`src/rtl/alu_share_arbiter.sv`:
```
// Round-robin sharing of one combinational ALU between two requesters.
// Operands are registered onto the ALU, MUL gets extra settle cycles, and a tagged result is returned with valid/ready.
module alu_share_arbiter #(
    parameter int DATA_W  = 32,
    parameter int MUL_LAT = 2
) (
    input  logic                   clk,
    input  logic                   rst_n,
    input  logic                   flush,
    input  logic [1:0]             req_valid,
    output logic [1:0]             req_ready,
    input  logic [1:0][5:0]        req_opcode,
    input  logic [1:0][5:0]        req_ar_op,
    input  logic [1:0][4:0]        req_shamt,
    input  logic [1:0][DATA_W-1:0] req_op1,
    input  logic [1:0][DATA_W-1:0] req_op2,
    output logic [DATA_W-1:0]      alu_op1,
    output logic [DATA_W-1:0]      alu_op2,
    output logic [5:0]             alu_opcode,
    output logic [5:0]             alu_ar_op,
    output logic [4:0]             alu_shamt,
    input  logic [DATA_W-1:0]      alu_result,
    output logic                   rsp_valid,
    input  logic                   rsp_ready,
    output logic [DATA_W-1:0]      rsp_data,
    output logic                   rsp_id,
    output logic                   busy
);

    localparam logic [5:0] OP_MUL  = 6'b011100;
    localparam logic [3:0] MUL_CNT = 4'(MUL_LAT);

    typedef enum logic [1:0] {
        IDLE,
        EXEC,
        RESP
    } state_t;

    state_t              r_state;
    logic [3:0]          r_cnt;
    logic                r_last_grant;
    logic [DATA_W-1:0]   r_alu_op1;
    logic [DATA_W-1:0]   r_alu_op2;
    logic [5:0]          r_alu_opcode;
    logic [5:0]          r_alu_ar_op;
    logic [4:0]          r_alu_shamt;
    logic                r_rsp_valid;
    logic [DATA_W-1:0]   r_rsp_data;
    logic                r_rsp_id;

    logic [1:0]          w_ready;
    logic                w_sel;
    logic                w_xfer;

    // On a tie the port that did not win last time is granted.
    always_comb begin
        w_ready = 2'b00;
        w_sel   = 1'b0;
        if (r_state == IDLE && !flush) begin
            case (req_valid)
                2'b01: begin
                    w_ready = 2'b01;
                    w_sel   = 1'b0;
                end
                2'b10: begin
                    w_ready = 2'b10;
                    w_sel   = 1'b1;
                end
                2'b11: begin
                    w_sel   = ~r_last_grant;
                    w_ready = r_last_grant ? 2'b01 : 2'b10;
                end
                default: begin
                    w_ready = 2'b00;
                    w_sel   = 1'b0;
                end
            endcase
        end
    end

    assign w_xfer    = |(req_valid & w_ready);
    assign req_ready = w_ready;

    always_ff @(posedge clk) begin
        if (!rst_n) begin
            r_state      <= IDLE;
            r_cnt        <= 4'd0;
            r_last_grant <= 1'b1;
            r_alu_op1    <= '0;
            r_alu_op2    <= '0;
            r_alu_opcode <= 6'd0;
            r_alu_ar_op  <= 6'd0;
            r_alu_shamt  <= 5'd0;
            r_rsp_valid  <= 1'b0;
            r_rsp_data   <= '0;
            r_rsp_id     <= 1'b0;
        end else begin
            case (r_state)
                IDLE: begin
                    if (w_xfer) begin
                        r_alu_op1    <= req_op1[w_sel];
                        r_alu_op2    <= req_op2[w_sel];
                        r_alu_opcode <= req_opcode[w_sel];
                        r_alu_ar_op  <= req_ar_op[w_sel];
                        r_alu_shamt  <= req_shamt[w_sel];
                        r_rsp_id     <= w_sel;
                        r_last_grant <= w_sel;
                        r_cnt        <= (req_opcode[w_sel] == OP_MUL) ? MUL_CNT : 4'd0;
                        r_state      <= EXEC;
                    end
                end
                EXEC: begin
                    // A flushed operation simply disappears; no response is produced.
                    if (flush) begin
                        r_state <= IDLE;
                    end else if (r_cnt != 4'd0) begin
                        r_cnt <= r_cnt - 4'd1;
                    end else begin
                        r_rsp_data  <= alu_result;
                        r_rsp_valid <= 1'b1;
                        r_state     <= RESP;
                    end
                end
                RESP: begin
                    if (flush || rsp_ready) begin
                        r_rsp_valid <= 1'b0;
                        r_state     <= IDLE;
                    end
                end
                default: begin
                    r_state <= IDLE;
                end
            endcase
        end
    end

    assign alu_op1    = r_alu_op1;
    assign alu_op2    = r_alu_op2;
    assign alu_opcode = r_alu_opcode;
    assign alu_ar_op  = r_alu_ar_op;
    assign alu_shamt  = r_alu_shamt;
    assign rsp_valid  = r_rsp_valid;
    assign rsp_data   = r_rsp_data;
    assign rsp_id     = r_rsp_id;
    assign busy       = (r_state != IDLE);

endmodule
```
`config.mk`:
```
export PLATFORM = sky130hd
export DESIGN_NAME = alu_share_arbiter
export DESIGN_NICKNAME = d
export VERILOG_FILES = /design/src/rtl/alu_share_arbiter.sv
export SDC_FILE = /design/constraint.sdc
export NUM_CORES = 1
export LEC_CHECK = 0
export ABC_CLOCK_PERIOD_IN_PS = 2150
export BUFFER_PORTS_ARGS = -buffer_cell sky130_fd_sc_hd__buf_2
export CAP_MARGIN = 15
export CORE_AREA = 4 4 121 123
export DETAILED_ROUTE_END_ITERATION = 10
export DIE_AREA = 0 0 125 127
export PLACE_DENSITY_LB_ADDON = 0.12
export SYNTH_ARGS = -nofsm -noshare
export SYNTH_HDL_FRONTEND = slang
export SYNTH_SLANG_ARGS = --single-unit
```
`constraint.sdc`:
```
create_clock -name clk -period 2.15 [get_ports clk]
set_input_delay 0.1075 -clock clk [delete_from_list [all_inputs] [get_ports clk]]
set_output_delay 0.1075 -clock clk [all_outputs]
set_load 0.05 [all_outputs]
```
Yosys cells after proc, flatten, opt, wreduce, memory -nomap -nowiden. Index checks and enable logic that the tools add are counted.

Input port bits: 200. Logic and storage cells: 72. Output and inout bits: 118. Register bits: 122.

Muxes and demuxes: 29. Reduce and logical (&&, ||, !) cells: 14. Equality and inequality tests: 12. $lt $le $gt $ge: 1. $add $sub $neg: 1. Bitwise logic cells: 4.

Operators with widths (number): 32-bit 2-to-1 mux (4); 6-bit 2-to-1 mux (4); 2-bit 2-to-1 mux (7); 4-bit 2-to-1 mux (3); 2-bit case mux with 3 select lines (2); 5-bit 2-to-1 mux (2); 2-bit != test (second input constant) (5); 4-bit case mux with 2 select lines (1); 4-bit AND reduction (2); 2-bit == test (second input constant) (3); 6-bit by 5-bit == test with 1-bit output (second input constant) (1); 3-bit AND reduction (2); 2-bit nonzero test (3); 2-bit by 1-bit == test with 1-bit output (second input constant) (2); 1-bit 2-to-1 mux (4); 1-bit case mux with 2 select lines (2); 4-bit nonzero test (1); 4-bit by 1-bit subtractor with 4-bit output (second input constant) (1); 3-bit != test (second input constant) (1); 1-bit inverter (3); 2-bit AND (1); 2-bit logical NOT (1); 1-bit by 2-bit < comparator with 1-bit output (second input constant) (1); 2-bit AND reduction (1); 4 further kinds (4).

Logic depth before layout (Yosys ltp). Gate-level depths: netlist (run 1).

Depth after elaboration: 9. Depth in mapped cells: 8. Depth with buffers taken out: 6.

Worst setup path before layout (run 1). OpenSTA, ideal clock, no wires.

Kind: register to register. Start point: register r_cnt[0]. End point: register r_rsp_data[26] (netlist: rsp_data[26]). Stages on the path, launching flop included: 8. Period minus slack after synthesis: 1604 ps. Path slack: 546 ps. Arrival: 1534 ps. Required time: 2080 ps. Setup time: 70 ps. Buffers on the path: 1. Path through: dfxtp_1 -> inv_1 -> ha_1 -> or3b_4 -> nor3_4 -> buf_6 -> nand2_1 -> a21boi_1.

Longest elaborated chain between the ends: 3.

RTL lines: start: declaration (line 40) `logic [3:0] r_cnt;`; start signal: assignment (line 108) `r_cnt <= (req_opcode[w_sel] == OP_MUL) ? MUL_CNT : 4'd0;`; start signal: assignment (line 117) `r_cnt <= r_cnt - 4'd1;`; 4-bit nonzero test (line 116) `end else if (r_cnt != 4'd0) begin`; 1-bit inverter (no line); 3-bit AND reduction (no line); end signal: assignment (line 119) `r_rsp_data <= alu_result;`; end: declaration (line 48) `logic [DATA_W-1:0] r_rsp_data;`.

No other way between the ends. A chain may end at the register's enable or synchronous reset.

Worst setup path after layout (run 1).
Start point: register r_state[0]. End point: register r_alu_ar_op[0] (netlist: alu_ar_op[0]).

Longest elaborated chain between the ends: 6. Elaborated cells on any way between the ends: 9. Classes of those cells: mux (4); bitwise (1); reduce/logical (4).

RTL lines: start: declaration (line 39) `state_t r_state;`; start signal: assignment (line 86) `r_state <= IDLE;`; start signal: assignment (line 109) `r_state <= EXEC;`; start signal: assignment (line 115) `r_state <= IDLE;`; 2-bit logical NOT * (line 59, 98); 1-bit logical AND (line 59) `if (r_state == IDLE && !flush) begin`; 2-bit 2-to-1 mux (line 59); 2-bit AND (line 81) `assign w_xfer = |(req_valid & w_ready);`; 2-bit OR reduction (line 81); 2-bit AND reduction (no line); end signal: assignment (line 104) `r_alu_ar_op <= req_ar_op[w_sel];`; end: declaration (line 45) `logic [5:0] r_alu_ar_op;`.

Mark *: on every way between the ends. The rest lies on a longest branch, timed or not. The select of a mux whose other input is x is not followed.

==> impl_metrics.env, run 1 <==
export IMPL_outcome="finished clean"
export IMPL_reg2reg_depth=6
export IMPL_clkSlewWorstSetupHoldPaths_ns=0.06
export IMPL_die_h_um=127
export IMPL_nets=1342
export IMPL_ys_seq_elements=122
export IMPL_setup_tns_ns=0
export IMPL_routed_via_density=4.95
export IMPL_vias=6618
export IMPL_reg2reg_slack_ns=0.1
export IMPL_synth_top_cell_area_share=0.482
export IMPL_root_buffer="clkbuf_16"
export IMPL_wl_mm=21.2
export IMPL_layout_setup_ws_ns=0.0979
export IMPL_slew_headroom=0.668
export IMPL_fmax_mhz=487
export IMPL_critPathMaxStageDelay_ns=0.58
export IMPL_grt_use_total=0.250
export IMPL_holdWs_ns=0.0439
export IMPL_antenna_found_initial=0
export IMPL_irDropWorstVdd_mv=0.541
export IMPL_crit_path_cell_trace="nor3_4 > nand3_4 > buf_16 > nand2_1 > a31oi_1 > dlygate4sd3_1"
export IMPL_rows=43
export IMPL_fin_util=0.695
export IMPL_cp_end_kind="flop"
export IMPL_ys_seq_area_frac=0.482
export IMPL_fin_crit_ns=2.05
export IMPL_ys_warnings_count=0
export IMPL_drive_above_1_share=0.321
export IMPL_critPathLaunch="r_state[0]"
export IMPL_worstMarginPinSlew_ns=0.498
export IMPL_powerDensity_nw_per_um2=786
export IMPL_netlist_area_um2=5060
export IMPL_fin_skew_ns=0.00743
export IMPL_drv_slew=0
export IMPL_regArea_um2=2440
export IMPL_grt_remaining_overflow=0
export IMPL_die_x_um=125
export IMPL_port_buffers=317
export IMPL_rsz0062_at_grt="false"
export IMPL_critPathSlowestCell="dlygate4sd3_1"
export IMPL_synth_top_area_cell="dfxtp_1"
export IMPL_arrival_ns=2.35
export IMPL_hp_class="primary input to flop"
export IMPL_first_iter_violations=361
export IMPL_cts_sinks=122
export IMPL_cts_max_level=4
export IMPL_start_kind="flop"
export IMPL_finalCritPeriodShare=0.954
export IMPL_start_util=0.371
export IMPL_pre_cts_ws_ns=0.440
export IMPL_syn_area_per_cell_um2=7.77
export IMPL_synth_cell_types=32
export IMPL_wl_per_cell_um=15.9
export IMPL_drcViolationCount=0
export IMPL_cap_violations=0
export IMPL_reg2reg_from="r_state[0]"
export IMPL_synthCells=652
export IMPL_cp_required_ns=2.45
export IMPL_postRouteAntennaNets=0
export IMPL_pin_count=318
export IMPL_crit_fanout=42
export IMPL_syn_to_final_growth_pct=87.5
export IMPL_cts_tree="done"
export IMPL_grt_pass1_wl_mm=32.5
export IMPL_multi_input_area_um2=2350
export IMPL_ys_top_cells_by_area="dfxtp_1 48%, nand2_1 17%, a31oi_1 10%"
export IMPL_clk_latency_ns=0.41
export IMPL_setup_viol=0
export IMPL_dieArea_um2=15900
export IMPL_cts_buffer_depth=2
export IMPL_firstDrtPassIters=4
export IMPL_core_area_um2=13700
export IMPL_gp_congestion=0.825
export IMPL_grt_pass1_vias=6622
export IMPL_power_leakage_uw=0.00446
export IMPL_critPathKind="flop to flop"
export IMPL_synth_nets=854
export IMPL_hpwlAfterDp_mm=11.7
export IMPL_fillers=1058
export IMPL_r2r_end="alu_ar_op[0]"
export IMPL_hold_violations=0
export IMPL_numCtsBuffers=17
export IMPL_crit_end="alu_ar_op[0]"
export IMPL_grt_start_max_net_pins=122
area by class of cell:
type                            instances  share of cell area
Timing Repair Buffer                  525               0.399
Sequential cell                       122               0.257
Multi-Input combinational cell        470               0.248
Clock buffer                           20              0.0481
Tap cell                              180              0.0237
Clock inverter                         12              0.0206
Inverter                                4             0.00290
Antenna cell                            3            0.000791
stage by stage:
step | instances | area [µm²] | power, µW
floorplan | 652 | 5060 | 3530
CTS | 1328 | 9370 | 7430
global route | 1333 | 9490 | 7750
global placement | 1102 | 6780 | 4000
finish | 1336 | 9500 | 7460
detailed placement | 1102 | 6780 | 3990
registers in the layout, summed over array words and instances, names as in the netlist:
| register | count |
|---|---|
| alu_op1 | 32 |
| alu_op2 | 32 |
| rsp_data | 32 |
| alu_ar_op | 6 |
| alu_opcode | 6 |
| alu_shamt | 5 |
| r_cnt | 4 |
| r_state | 2 |
| r_last_grant | 1 |
| rsp_id | 1 |
| rsp_valid | 1 |
power breakdown:
| part | internal [µW] | total (µW) | switching (µW) |
|---|---|---|---|
| registers | 2430 | 2520 | 85.9 |
| clock network | 2110 | 3140 | 1030 |
| logic | 687 | 1800 | 1120 |
| total | 5230 | 7460 | 2240 |
kinds of logic after synthesis:
family                     share of synthesized area
and+or+nand+nor                                0.209
AOI/OAI and AO/OA                              0.242
DFF                                            0.482
buffers and inverters                         0.0568
xor gates and xnor gates                     0.00346
adders and majority gates                    0.00494
muxes                                        0.00198
routing by layer:
metal,wire [µm],part of all wire,vias up,GRT usage
met5,0,0,-,0
met4,1080,0.051,0,0.152
met3,1750,0.082,82,0.0794
met2,10100,0.48,354,0.429
met1,8270,0.39,2963,0.270
li1,-,-,3219,-
what timing repair did:
| action | in CTS | in global routing |
|---|---|---|
| setup buffers | 0 | 2 |
| resized for setup | 0 | 7 |
| hold endpoints to repair | 113 | 0 |
| hold buffers | 194 | 0 |
| endpoints found under the setup margin | 0 | 14 |
synthesized netlist by cell type:
master	instances
nand2_1	232
dfxtp_1	122
a31oi_1	82
o21ai_0	71
a21boi_1	29
clkbuf_1	27
buf_2	23
o21ai_1	13
nor3_1	6
nand3_1	5
buf_6	4
inv_1	4
nor2_1	4
a21boi_0	3
a21oi_1	3
nor3b_1	3
ha_1	2
nand2b_1	2
nand4b_1	2
nor3_4	2
xor2_1	2
a211oi_1	1
buf_1	1
buf_4	1
mux2i_1	1
nand3b_1	1
nor2b_1	1
o21a_1	1
o21a_2	1
o221a_2	1
or2_2	1
or3b_4	1
worst min-delay path by stage:
stage / depth (start not counted) / end / startpoint
floorplan: 2 / rsp_data[10] / alu_result[10]
detailed placement: 3 / rsp_data[9] / alu_result[9]
CTS: 3 / r_state[1] / rsp_ready
global route: 3 / r_state[1] / rsp_ready
finish: 3 / r_state[1] / rsp_ready
global placement: 3 / rsp_data[18] / alu_result[18]
cells in the final DEF, fill, tap and decap left out, types with 5 or more instances in the layout:
master	instances
clkbuf_16	20
nor3_1	6
o21ai_1	13
buf_2	317
bufinv_16	5
buf_12	5
dlygate4sd3_1	194
a21boi_1	29
a31oi_1	82
dfxtp_1	122
nand2_1	232
o21ai_0	71
critical path: cells and delay by family, from the launching register on:
kind | cells | cell delay (ns)
AO/OA/AOI/OAI | 1 | 0.12
buffers and inverters | 2 | 0.82
flip-flops | 1 | 0.36
AND/OR/NAND/NOR | 3 | 0.62
No activity file was read; power rests on OpenSTA's default activity.
==> run 2, diff against run 1 <==
Settings changed: SETUP_SLACK_MARGIN set to 0.4.
==> impl_metrics.env, run 2 (synthesis gave the netlist of run 1 again) <==
export IMPL_start_kind="flop"
export IMPL_firstDrtPassIters=6
export IMPL_pin_count=318
export IMPL_swShare=0.301
export IMPL_p_comb_frac=0.246
export IMPL_setup_tns_ns=0
export IMPL_powerDensity_nw_per_um2=778
export IMPL_cts_buffer_depth=2
export IMPL_first_iter_violations=430
export IMPL_drcViolationCount=0
export IMPL_dr_wl_met2_mm=10.7
export IMPL_core_area_um2=13700
export IMPL_p_int_uw=5250
export IMPL_fin_util=0.707
export IMPL_crit_fanout=8
export IMPL_slew_headroom=0.656
export IMPL_place_inst=1102
export IMPL_nets=1350
export IMPL_wl_per_cell_um=16.5
export IMPL_root_buffer="clkbuf_16"
export IMPL_clockPowerShare=0.419
export IMPL_fin_crit_ns=1.67
export IMPL_hp_class="primary input to flop"
export IMPL_drive_above_1_share=0.331
export IMPL_grt_start_max_net_pins=122
export IMPL_antenna_found_initial=1
export IMPL_dieArea_um2=15900
export IMPL_wl_met3_mm=1.77
export IMPL_setup_viol=0
export IMPL_power_leakage_uw=0.00451
export IMPL_worstMarginPinSlew_ns=0.516
export IMPL_met1_length_mm=8.44
export IMPL_cts_sinks=122
export IMPL_grt_pass1_wl_mm=32.8
export IMPL_fillers=1027
export IMPL_final_cells=1345
export IMPL_port_buffers=317
export IMPL_cap_violations=0
export IMPL_arrival_ns=2.01
export IMPL_clkSlewWorstSetupHoldPaths_ns=0.05
export IMPL_die_h_um=127
export IMPL_grt_pass1_vias=6694
export IMPL_clk_latency_ns=0.42
export IMPL_top_layer="met4"
export IMPL_outcome="finished clean"
export IMPL_start_util=0.371
export IMPL_grt_remaining_overflow=0
export IMPL_syn_to_final_growth_pct=90.8
export IMPL_wl_mm=22.2
export IMPL_gp_congestion=0.825
export IMPL_seqPwrFrac=0.335
export IMPL_final_common_cell="buf_2"
export IMPL_p_switching_uw=2270
export IMPL_drv_slew=0
export IMPL_hpwlAfterDp_mm=11.7
export IMPL_rsz0062_at_grt="false"
export IMPL_routed_via_density=5.03
export IMPL_fin_skew_ns=0.00719
export IMPL_grt_use_total=0.253
export IMPL_finalCritPeriodShare=0.776
export IMPL_cts_tree="done"
export IMPL_critPathKind="flop to flop"
export IMPL_layout_common_cells="315 x buf_2, 232 x nand2_1, 194 x dlygate4sd3_1"
export IMPL_die_x_um=125
export IMPL_cp_required_ns=2.49
export IMPL_cts_max_level=4
export IMPL_irDropWorstVdd_mv=0.538
export IMPL_cp_end_kind="flop"
export IMPL_rows=43
export IMPL_postRouteAntennaNets=0
export IMPL_vias=6766
export IMPL_fmax_mhz=600
export IMPL_numCtsBuffers=17
export IMPL_hold_violations=0
## run 2: cell count changes in the layout (fill, tap and decap cells not counted), moves of 2 or more
cell       before  now
buf_2         317  315
inv_1           3    1
clkbuf_16      20   23
dfxtp_1       122  119
dfxtp_2         0    3
inv_2           0    2
buf_6           0    5
## run 2: worst paths after layout
check,startpoint,end,slack (ns),depth (start not counted)
max,r_cnt[1],rsp_data[22],0.48,8
min,rsp_ready,r_state[1],0.04,3
max reg2reg,r_cnt[1],rsp_data[22],0.48,8
min reg2reg,rsp_data[13],rsp_data[13],0.45,2
## run 2: final cells by class
| type | instances | area (µm²) | share of cell area |
|---|---|---|---|
| Tap cell | 180 | 225 | 0.0233 |
| Clock buffer | 20 | 457 | 0.0473 |
| Clock inverter | 12 | 195 | 0.0202 |
| Antenna cell | 4 | 10.0 | 0.00104 |
| Sequential cell | 122 | 2450 | 0.253 |
| Multi-Input combinational cell | 470 | 2360 | 0.245 |
| Inverter | 4 | 27.5 | 0.00285 |
| Timing Repair Buffer | 533 | 3940 | 0.407 |
## run 2: what timing repair did
item	CTS	global route
pin swaps	1	4
setup buffers	1	5
endpoints found under the hold margin	113	0
hold buffers	194	0
cloned	0	7
setup endpoints to repair	2	85
resized for setup	3	18
## run 2: metrics by stage
stage          total power, µW  area, µm²  worst slack, ns  hold slack [ns]
2_1_floorplan             3530       5060            0.546            0.242
3_3_place_gp              4000       6780            0.479            0.354
3_5_place_dp              3990       6780            0.440            0.356
4_1_cts                   7420       9390            0.402           0.0301
5_1_grt                   7790       9660            0.410           0.0537
6_report                  7520       9660            0.482           0.0394
## run 2: critical path, cell delays in order (launching register included)
cell,delay [ns]
dfxtp_2,0.33
inv_2,0.07
ha_4,0.13
or3b_4,0.39
nor3_4,0.19
buf_6,0.16
buf_6,0.15
nand2_1,0.06
a21boi_1,0.12
## run 2: layer usage
layer  vias to the layer above  GRT usage
met5                         -          0
met4                         0      0.162
met3                        99     0.0790
met2                       386      0.426
met1                      3040      0.277
li1                       3241          -
## run 2: power by group through the flow
stage                     Sequential [µW]  Clock (µW)  Combinational [µW]
after floorplan                      3110           0                 419
after global placement               2550           0                1440
after detailed placement             2550           0                1440
after CTS                            2510        3190                1720
after global routing                 2530        3300                1960
final                                2520        3150                1850
